File: src/rtl/phy_rx_demux.sv
// Receive-side lane demultiplexer: rebuilds 4-word groups from the serialized
// clk_4f stream and presents each complete group with a one-cycle strobe.
module phy_rx_demux #(
    parameter int WIDTH     = 9,
    parameter int ALIGN_DLY = 2,
    parameter int CNT_W     = 8
) (
    input  logic             clk_4f,
    input  logic             reset,
    input  logic [WIDTH-1:0] data_in,
    output logic [WIDTH-1:0] data0,
    output logic [WIDTH-1:0] data1,
    output logic [WIDTH-1:0] data2,
    output logic [WIDTH-1:0] data3,
    output logic             out_valid,
    output logic             locked,
    output logic [CNT_W-1:0] group_count
);

    typedef enum logic [1:0] {
        IDLE = 2'd0,
        WAIT = 2'd1,
        RUN  = 2'd2
    } state_t;

    // WAIT leaves one cycle early so that the RUN edge at cycle ALIGN_DLY captures lane 0.
    localparam logic [3:0] DLY_LAST = 4'((ALIGN_DLY > 1) ? (ALIGN_DLY - 1) : 0);

    state_t           state_q, state_d;
    logic [1:0]       phase_q, phase_d;
    logic [3:0]       dly_q, dly_d;
    logic [WIDTH-1:0] hold_q [3];
    logic [WIDTH-1:0] hold_d [3];
    logic [WIDTH-1:0] data_q [4];
    logic [WIDTH-1:0] data_d [4];
    logic             out_valid_q, out_valid_d;
    logic             locked_q, locked_d;
    logic [CNT_W-1:0] cnt_q, cnt_d;
    logic             capture;

    always_comb begin
        state_d     = state_q;
        phase_d     = phase_q;
        dly_d       = dly_q;
        hold_d      = hold_q;
        data_d      = data_q;
        out_valid_d = 1'b0;
        cnt_d       = cnt_q;
        capture     = 1'b0;

        case (state_q)
            IDLE: begin
                phase_d = 2'd0;
                dly_d   = 4'd0;
                if (ALIGN_DLY == 0) begin
                    // No transmit latency: the cycle-0 word is already lane 0.
                    state_d = RUN;
                    capture = 1'b1;
                end else if (ALIGN_DLY == 1) begin
                    state_d = RUN;
                end else begin
                    state_d = WAIT;
                    dly_d   = 4'd1;
                end
            end
            WAIT: begin
                if (dly_q == DLY_LAST) begin
                    state_d = RUN;
                    phase_d = 2'd0;
                end else begin
                    dly_d = dly_q + 4'd1;
                end
            end
            RUN: begin
                capture = 1'b1;
            end
            default: begin
                state_d = IDLE;
            end
        endcase

        if (capture) begin
            phase_d = phase_q + 2'd1;
            if (phase_q == 2'd3) begin
                data_d[0]   = hold_q[0];
                data_d[1]   = hold_q[1];
                data_d[2]   = hold_q[2];
                data_d[3]   = data_in;
                out_valid_d = 1'b1;
                cnt_d       = cnt_q + CNT_W'(1);
            end else begin
                hold_d[phase_q] = data_in;
            end
        end

        locked_d = (state_d == RUN);
    end

    always_ff @(posedge clk_4f) begin
        if (!reset) begin
            state_q     <= IDLE;
            phase_q     <= 2'd0;
            dly_q       <= 4'd0;
            out_valid_q <= 1'b0;
            locked_q    <= 1'b0;
            cnt_q       <= '0;
        end else begin
            state_q     <= state_d;
            phase_q     <= phase_d;
            dly_q       <= dly_d;
            out_valid_q <= out_valid_d;
            locked_q    <= locked_d;
            cnt_q       <= cnt_d;
        end
    end

    for (genvar gi = 0; gi < 3; gi++) begin : g_hold
        always_ff @(posedge clk_4f) begin
            if (!reset) begin
                hold_q[gi] <= '0;
            end else begin
                hold_q[gi] <= hold_d[gi];
            end
        end
    end

    for (genvar gi = 0; gi < 4; gi++) begin : g_data
        always_ff @(posedge clk_4f) begin
            if (!reset) begin
                data_q[gi] <= '0;
            end else begin
                data_q[gi] <= data_d[gi];
            end
        end
    end

    assign data0       = data_q[0];
    assign data1       = data_q[1];
    assign data2       = data_q[2];
    assign data3       = data_q[3];
    assign out_valid   = out_valid_q;
    assign locked      = locked_q;
    assign group_count = cnt_q;

endmodule

File: config.mk
export PLATFORM = sky130hd
export DESIGN_NAME = phy_rx_demux
export DESIGN_NICKNAME = d
export VERILOG_FILES = /design/src/rtl/phy_rx_demux.sv
export SDC_FILE = /design/constraint.sdc
export NUM_CORES = 1
export LEC_CHECK = 0
export BUFFER_PORTS_ARGS = -buffer_cell sky130_fd_sc_hd__buf_4
export CAP_MARGIN = 30
export CORE_MARGIN = 8
export CORE_UTILIZATION = 30
export CTS_CLUSTER_SIZE = 8
export DETAILED_ROUTE_END_ITERATION = 10
export RECOVER_POWER = 100
export REMOVE_ABC_BUFFERS = 1
export SYNTH_ARGS = -nofsm -noshare
export SYNTH_HDL_FRONTEND = slang
export SYNTH_SLANG_ARGS = --single-unit
File: constraint.sdc
create_clock -name clk_4f -period 4.37 [get_ports clk_4f]
set_input_delay 0.6555 -clock clk_4f [delete_from_list [all_inputs] [get_ports clk_4f]]
set_output_delay 0.6555 -clock clk_4f [all_outputs]
set_load 0.01 [all_outputs]
==> flow_summary.ini, run 1 <==
[synth]
synthDistinctLibCells = 36
synth_compound_area_frac = 0.145
syn_area_um2 = 3060
synthSimpleGateAreaFrac = 0.248
synth_area_leader_cell = dfxtp_1
synth_xor_area_frac = 0.00573
post-synth-top-area-fraction = 0.530
synth-edff-count = 0
synth_area_leaders = dfxtp_1 53%, nand2_1 16%, a21oi_1 12%
synth_fa_ha_area_frac = 0.0286
synthCells = 374
dominantRegCellSynth = dfxtp_1
ys_seq_elements = 81
yosysSeqAreaShare = 0.530
synthArstFlopShare = 0
synth_top_family_by_area = simple AND/OR/NAND/NOR gates
synth_mux_area_frac = 0
yosys_warnings = 0
avgSynthCellArea_um2 = 8.18

[global_routing]
grt_max_degree = 47
grt-ovfl-total = 0
antenna_found_initial = 0
grtUsageTotal = 0.111
grt_pass1_vias = 2482
grt_pass1_wl_mm = 11.9

[clocking]
cts_tree = done
clock-sinks = 81
cts.clk_slew.worst_paths_ns = 0.08
cts_buffer_depth = 2
numCtsBuffers = 9
cts_hold_buf = 0
cts.htree.levels = 3
insertion_delay_ns = 0.35
ctsRootBufferMaster = clkbuf_8
cts_resized = 0
post-cts-setup-buffers = 0

[placement]
placed_cells = 546
gp_congestion = 0.781
hpwl_mm = 5.09
io_buffer_count = 56

[drt]
avgRoutedWirePerCell_um = 13.2
num_vias = 2618
avgViaCountPerCell = 4.66
firstDrtPassIters = 4
wl_mm = 7.40
drc_errors = 0
final_antenna_net_count = 0
drt_iter0_drc = 111

[status]
outcome = finished, final reports clean

[sta]
finalHoldViolCount = 0
min_period_ns = 2.82
setup_viol = 0
fmax_mhz = 354
drv_slew = 0
timing.final.crit_share = 0.646
rsz0062_at_grt = false
fin_tns_setup_ns = 0
slew_headroom = 0.0380
worst_slew_pin_slew_ns = 1.44
finClkSkew_ns = 0.00911

[worst_hold_path]
hold_path.startpoint = hold_q[16]$_SDFFE_PN0P_
hold_path_depth = 2
worstHoldPathType = register to register
min_to = data1[7]$_SDFFE_PN0P_

[critical_path]
crit_type = input port to register
r2r_start = state_q[0]$_SDFF_PN0_
end_kind = register
crit_required_ns = 4.54
rr_worst_depth = 4
critPathArrivalTime_ns = 2.99
r2r-end = data2[0]$_SDFFE_PN0P_
worst-path-max-fanout = 46
startpoint_type = input port
regToRegSetupSlack_ns = 2.02

[floorplan]
core_um2 = 10100
initial_core_util = 0.303
rows = 37
chipHeight_um = 117
dieWidth_um = 117
die-area_um2 = 13700
io_pins = 57

[cells_and_area]
drive_gt1_frac = 0.0728
area_delta_synth_final_pct = 18.2
fin_cells = 562
antenna_cells = 0
nNetsFinal = 439

[job]
drv_cap = 0

[power]
powerDensity_nw_per_um2 = 397
static-leakage-power_nw = 1.16
peakVddDrop_uv = 267
-- layout make-up --
class | count | area (um^2)
flip-flops and latches | 81 | 1620
multi-input cells | 263 | 1300
clock buffers | 10 | 138
fillers | 1114 | 6470
well taps | 136 | 170
inverters | 4 | 15.0
repair buffers | 62 | 282
clock inverters | 6 | 90.1
-- cells in the mapped netlist (2+ instances only) --
cell and count:
clkbuf_1 13, ha_1 7, a21oi_1 76, or4_1 2, nand2_1 134, nand2b_1 2
nor2b_1 2, nor2_1 3, inv_1 3, nor4bb_1 3, dfxtp_1 81, nand4_1 3
nand3_1 3, buf_2 10, nand3b_1 3, nand4bb_1 3, o21ai_0 4, o31ai_1 2
or3_1 3
-- cells by family (layout without fill, tap and decap cells) --
kind of cell | Yosys count | after routing
adder cells (fa/ha/maj) | 7 | 7
XOR/XNOR | 2 | 2
buffers and inverters | 30 | 82
AO/OA/AOI/OAI | 86 | 86
AND/OR/NAND/NOR | 168 | 168
flip-flops | 81 | 81
-- state kept, by name, summed over array words and instances (netlist names), 2 cells and up --
register,cells
dly_q,4
data3,9
data0,9
phase_q,2
data1,9
state_q,2
group_count,8
hold_q,27
data2,9
-- power by group --
group,switching (mW),internal (mW)
Clock,0.271,0.339
Sequential,0.0135,0.747
Combinational,0.0390,0.0264
Total,0.324,1.11
-- layout by cell type (no fill, tap or decap), types with 4 or more instances in the layout --
cell type	count
clkbuf_8	10
a21oi_1	76
nand2_1	134
ha_1	7
inv_1	4
buf_4	13
dfxtp_1	81
o21ai_0	4
clkbuf_1	49
-- worst max path at each step --
| stage | startpoint | endpoint | slack (ns) | cells past startpoint |
|---|---|---|---|---|
| finish | reset | hold_q[13]$_SDFFE_PN0P_ | 1.55 | 4 |
| global route | reset | out_valid$_SDFF_PN0_ | 1.27 | 4 |
| CTS | phase_q[1]$_SDFFE_PN0P_ | data1[2]$_SDFFE_PN0P_ | 2.26 | 5 |
| detailed placement | phase_q[1]$_SDFFE_PN0P_ | data1[2]$_SDFFE_PN0P_ | 2.27 | 5 |
| global placement | phase_q[1]$_SDFFE_PN0P_ | data1[0]$_SDFFE_PN0P_ | 2.32 | 5 |
| floorplan | phase_q[0]$_SDFFE_PN0P_ | group_count[0]$_SDFFE_PN0P_ | 2.54 | 4 |
-- through the flow --
stage	area (um^2)	hold WS (ns)	power [mW]	setup slack, ns	utilization
after detailed placement	3580	0.447	0.844	2.27	0.355
final	3620	0.447	1.44	1.55	0.358
after global routing	3620	0.473	1.49	1.27	0.358
after CTS	3810	0.449	1.45	2.26	0.377
after floorplan	2940	0.432	0.814	2.54	-
after global placement	3580	0.437	0.843	2.32	0.355
-- critical path, stage by stage --
cell,delay (ns)
clkbuf_1,0.11
inv_1,0.98
clkbuf_1,1.13
a21oi_1,0.09
-- routing by layer --
| metal | routed length, um | GRT usage | part of all wire |
|---|---|---|---|
| met1 | 3540 | 0.136 | 0.48 |
| met2 | 3260 | 0.179 | 0.44 |
| met3 | 539 | 0.0375 | 0.073 |
| met4 | 65 | 0.0384 | 0.0088 |
| met5 | 0 | 0 | 0 |
Power figures use the tool's default switching activity.
==> run 2: changes to the inputs <==
==> constraint.sdc (replaced) <==
create_clock -name clk_4f -period 2.5 [get_ports clk_4f]
set_input_delay 0.375 -clock clk_4f [delete_from_list [all_inputs] [get_ports clk_4f]]
set_output_delay 0.375 -clock clk_4f [all_outputs]
set_load 0.01 [all_outputs]
==> run 2 against run 1 <==
Combinational power is 82% higher. First-iteration DRC count is 30% higher. Setup slack worse by 0.99 ns. Die area stayed put. Worst hold slack worse by 0.17 ns. Global-route usage is 0.051 points higher. Final area is 0.31% higher. Register-to-register slack worse by 1.5 ns. Non-clock buffer count is 1 higher. Sequential power is 75% higher. Largest power group unchanged. Clock power is 63% higher.
==> flow_summary.ini, run 2 (same netlist as run 1, synthesis figures left out) <==
[sta]
worst_slew_pin_slew_ns = 0.771
slew_headroom = 0.486
setup_viol = 0
fmax_mhz = 515
finalHoldViolCount = 0
finClkSkew_ns = 0.00657
drv_slew = 0
whs_ns = 0.275
min_period_ns = 1.94
fin_tns_setup_ns = 0
timing.final.crit_share = 0.776
rsz0062_at_grt = false
finalWorstSetupSlack_ns = 0.559

[clocking]
numCtsBuffers = 9
cts_hold_buf = 0
insertion_delay_ns = 0.35
ctsRootBufferMaster = clkbuf_8
cts_tree = done
cts_resized = 0
cts.htree.levels = 3
clock-sinks = 81
cts_buffer_depth = 2
cts.clk_slew.worst_paths_ns = 0.08
post-cts-setup-buffers = 0

[critical_path]
startpoint_type = register
crit_type = register to register
worst-path-max-fanout = 29
end_kind = register
worst-path-stages = 5
critPathArrivalTime_ns = 2.16
crit_chain = ha_1 > nand3b_1 > clkbuf_2 > nand2_1 > a21oi_1
slowest_delay_ns = 0.49
cp.buffers_inverters = 1
crit_slowest_cell = clkbuf_2
rr_worst_depth = 5
critPathTopFamily = simple AND/OR/NAND/NOR gates
crit_required_ns = 2.71

[cells_and_area]
drive_gt1_frac = 0.0820
final_cell_mix = 134 x nand2_1, 81 x dfxtp_1, 76 x a21oi_1
design_area_um2 = 3630
fin_util = 0.360
mostFrequentLayoutCell = nand2_1
fin_cells = 563
largest_reg_flops = 27
area_delta_synth_final_pct = 18.6
nNetsFinal = 440
regMostFlops = hold_q
antenna_cells = 0

[placement]
gp_congestion = 0.741
place_area_um2 = 3600
placed_cells = 547
io_buffer_count = 56
dp_slack_ns = 0.742
hpwl_mm = 5.16

[worst_hold_path]
worstHoldPathType = input port to register
hold_path_depth = 2

[power]
clockPowerShare = 0.408
powerDensity_nw_per_um2 = 673
peakVddDrop_uv = 354
p_sw_mw = 0.586
comb_power_share = 0.049
power_frac_seq = 0.544
netSwitchingFraction = 0.240
static-leakage-power_nw = 1.17
total_power_mw = 2.44
power.internal_mw = 1.86

[drt]
num_vias = 2607
drt_iter0_drc = 144
final_antenna_net_count = 0
avgRoutedWirePerCell_um = 13.3
avgViaCountPerCell = 4.63
drc_errors = 0
firstDrtPassIters = 4
wl_mm = 7.50

[floorplan]
initial_core_util = 0.303
core_um2 = 10100
die-area_um2 = 13700
dieWidth_um = 117
rows = 37
chipHeight_um = 117
io_pins = 57

[global_routing]
grt_pass1_wl_mm = 12.0
antenna_found_initial = 0
grt_max_degree = 48
grt_pass1_vias = 2411
grtUsageTotal = 0.112
grt-ovfl-total = 0

[status]
outcome = finished, final reports clean

[job]
drv_cap = 0
-- run 2: layout make-up --
class                           instances  area, um^2
Sequential cell                        81        1620
Fill cell                            1138        6460
Clock buffer                           10         138
Multi-Input combinational cell        263        1300
Tap cell                              136         170
Inverter                                4        15.0
Clock inverter                          6        76.3
Timing Repair Buffer                   63         307
-- run 2: per-layer routing --
layer | global-route usage | up-vias | share of wire
met5 | 0 | - | 0
met4 | 0.0350 | 0 | 0.0088
met3 | 0.0452 | 8 | 0.072
met2 | 0.175 | 57 | 0.44
met1 | 0.137 | 1206 | 0.47
li1 | - | 1336 | -
-- run 2: path summary, 6_finish.rpt --
kind         slack [ns]                     from                    end
min                0.28                    reset  state_q[0]$_SDFF_PN0_
max reg2reg        0.56  phase_q[0]$_SDFFE_PN0P_  data3[6]$_SDFFE_PN0P_
max                0.56  phase_q[0]$_SDFFE_PN0P_  data3[6]$_SDFFE_PN0P_
min reg2reg        0.45  hold_q[17]$_SDFFE_PN0P_  data1[8]$_SDFFE_PN0P_
-- run 2: worst reg2reg max path: cells and delay by family (launching register included) --
family	cells	cell delay [ns]
flip-flops	1	0.39
AND/OR/NAND/NOR	2	0.51
AO/OA/AOI/OAI	1	0.08
buffers and inverters	1	0.49
adder cells (fa/ha/maj)	1	0.34
-- run 2: power by group through the flow --
stage          Clock (mW)  Combinational, mW  Sequential (mW)
6_report            0.995              0.119             1.33
3_3_place_gp            0              0.119             1.36
2_1_floorplan           0             0.0704             1.35
4_1_cts              1.03              0.122             1.33
5_1_grt              1.09              0.132             1.33
3_5_place_dp            0              0.122             1.36
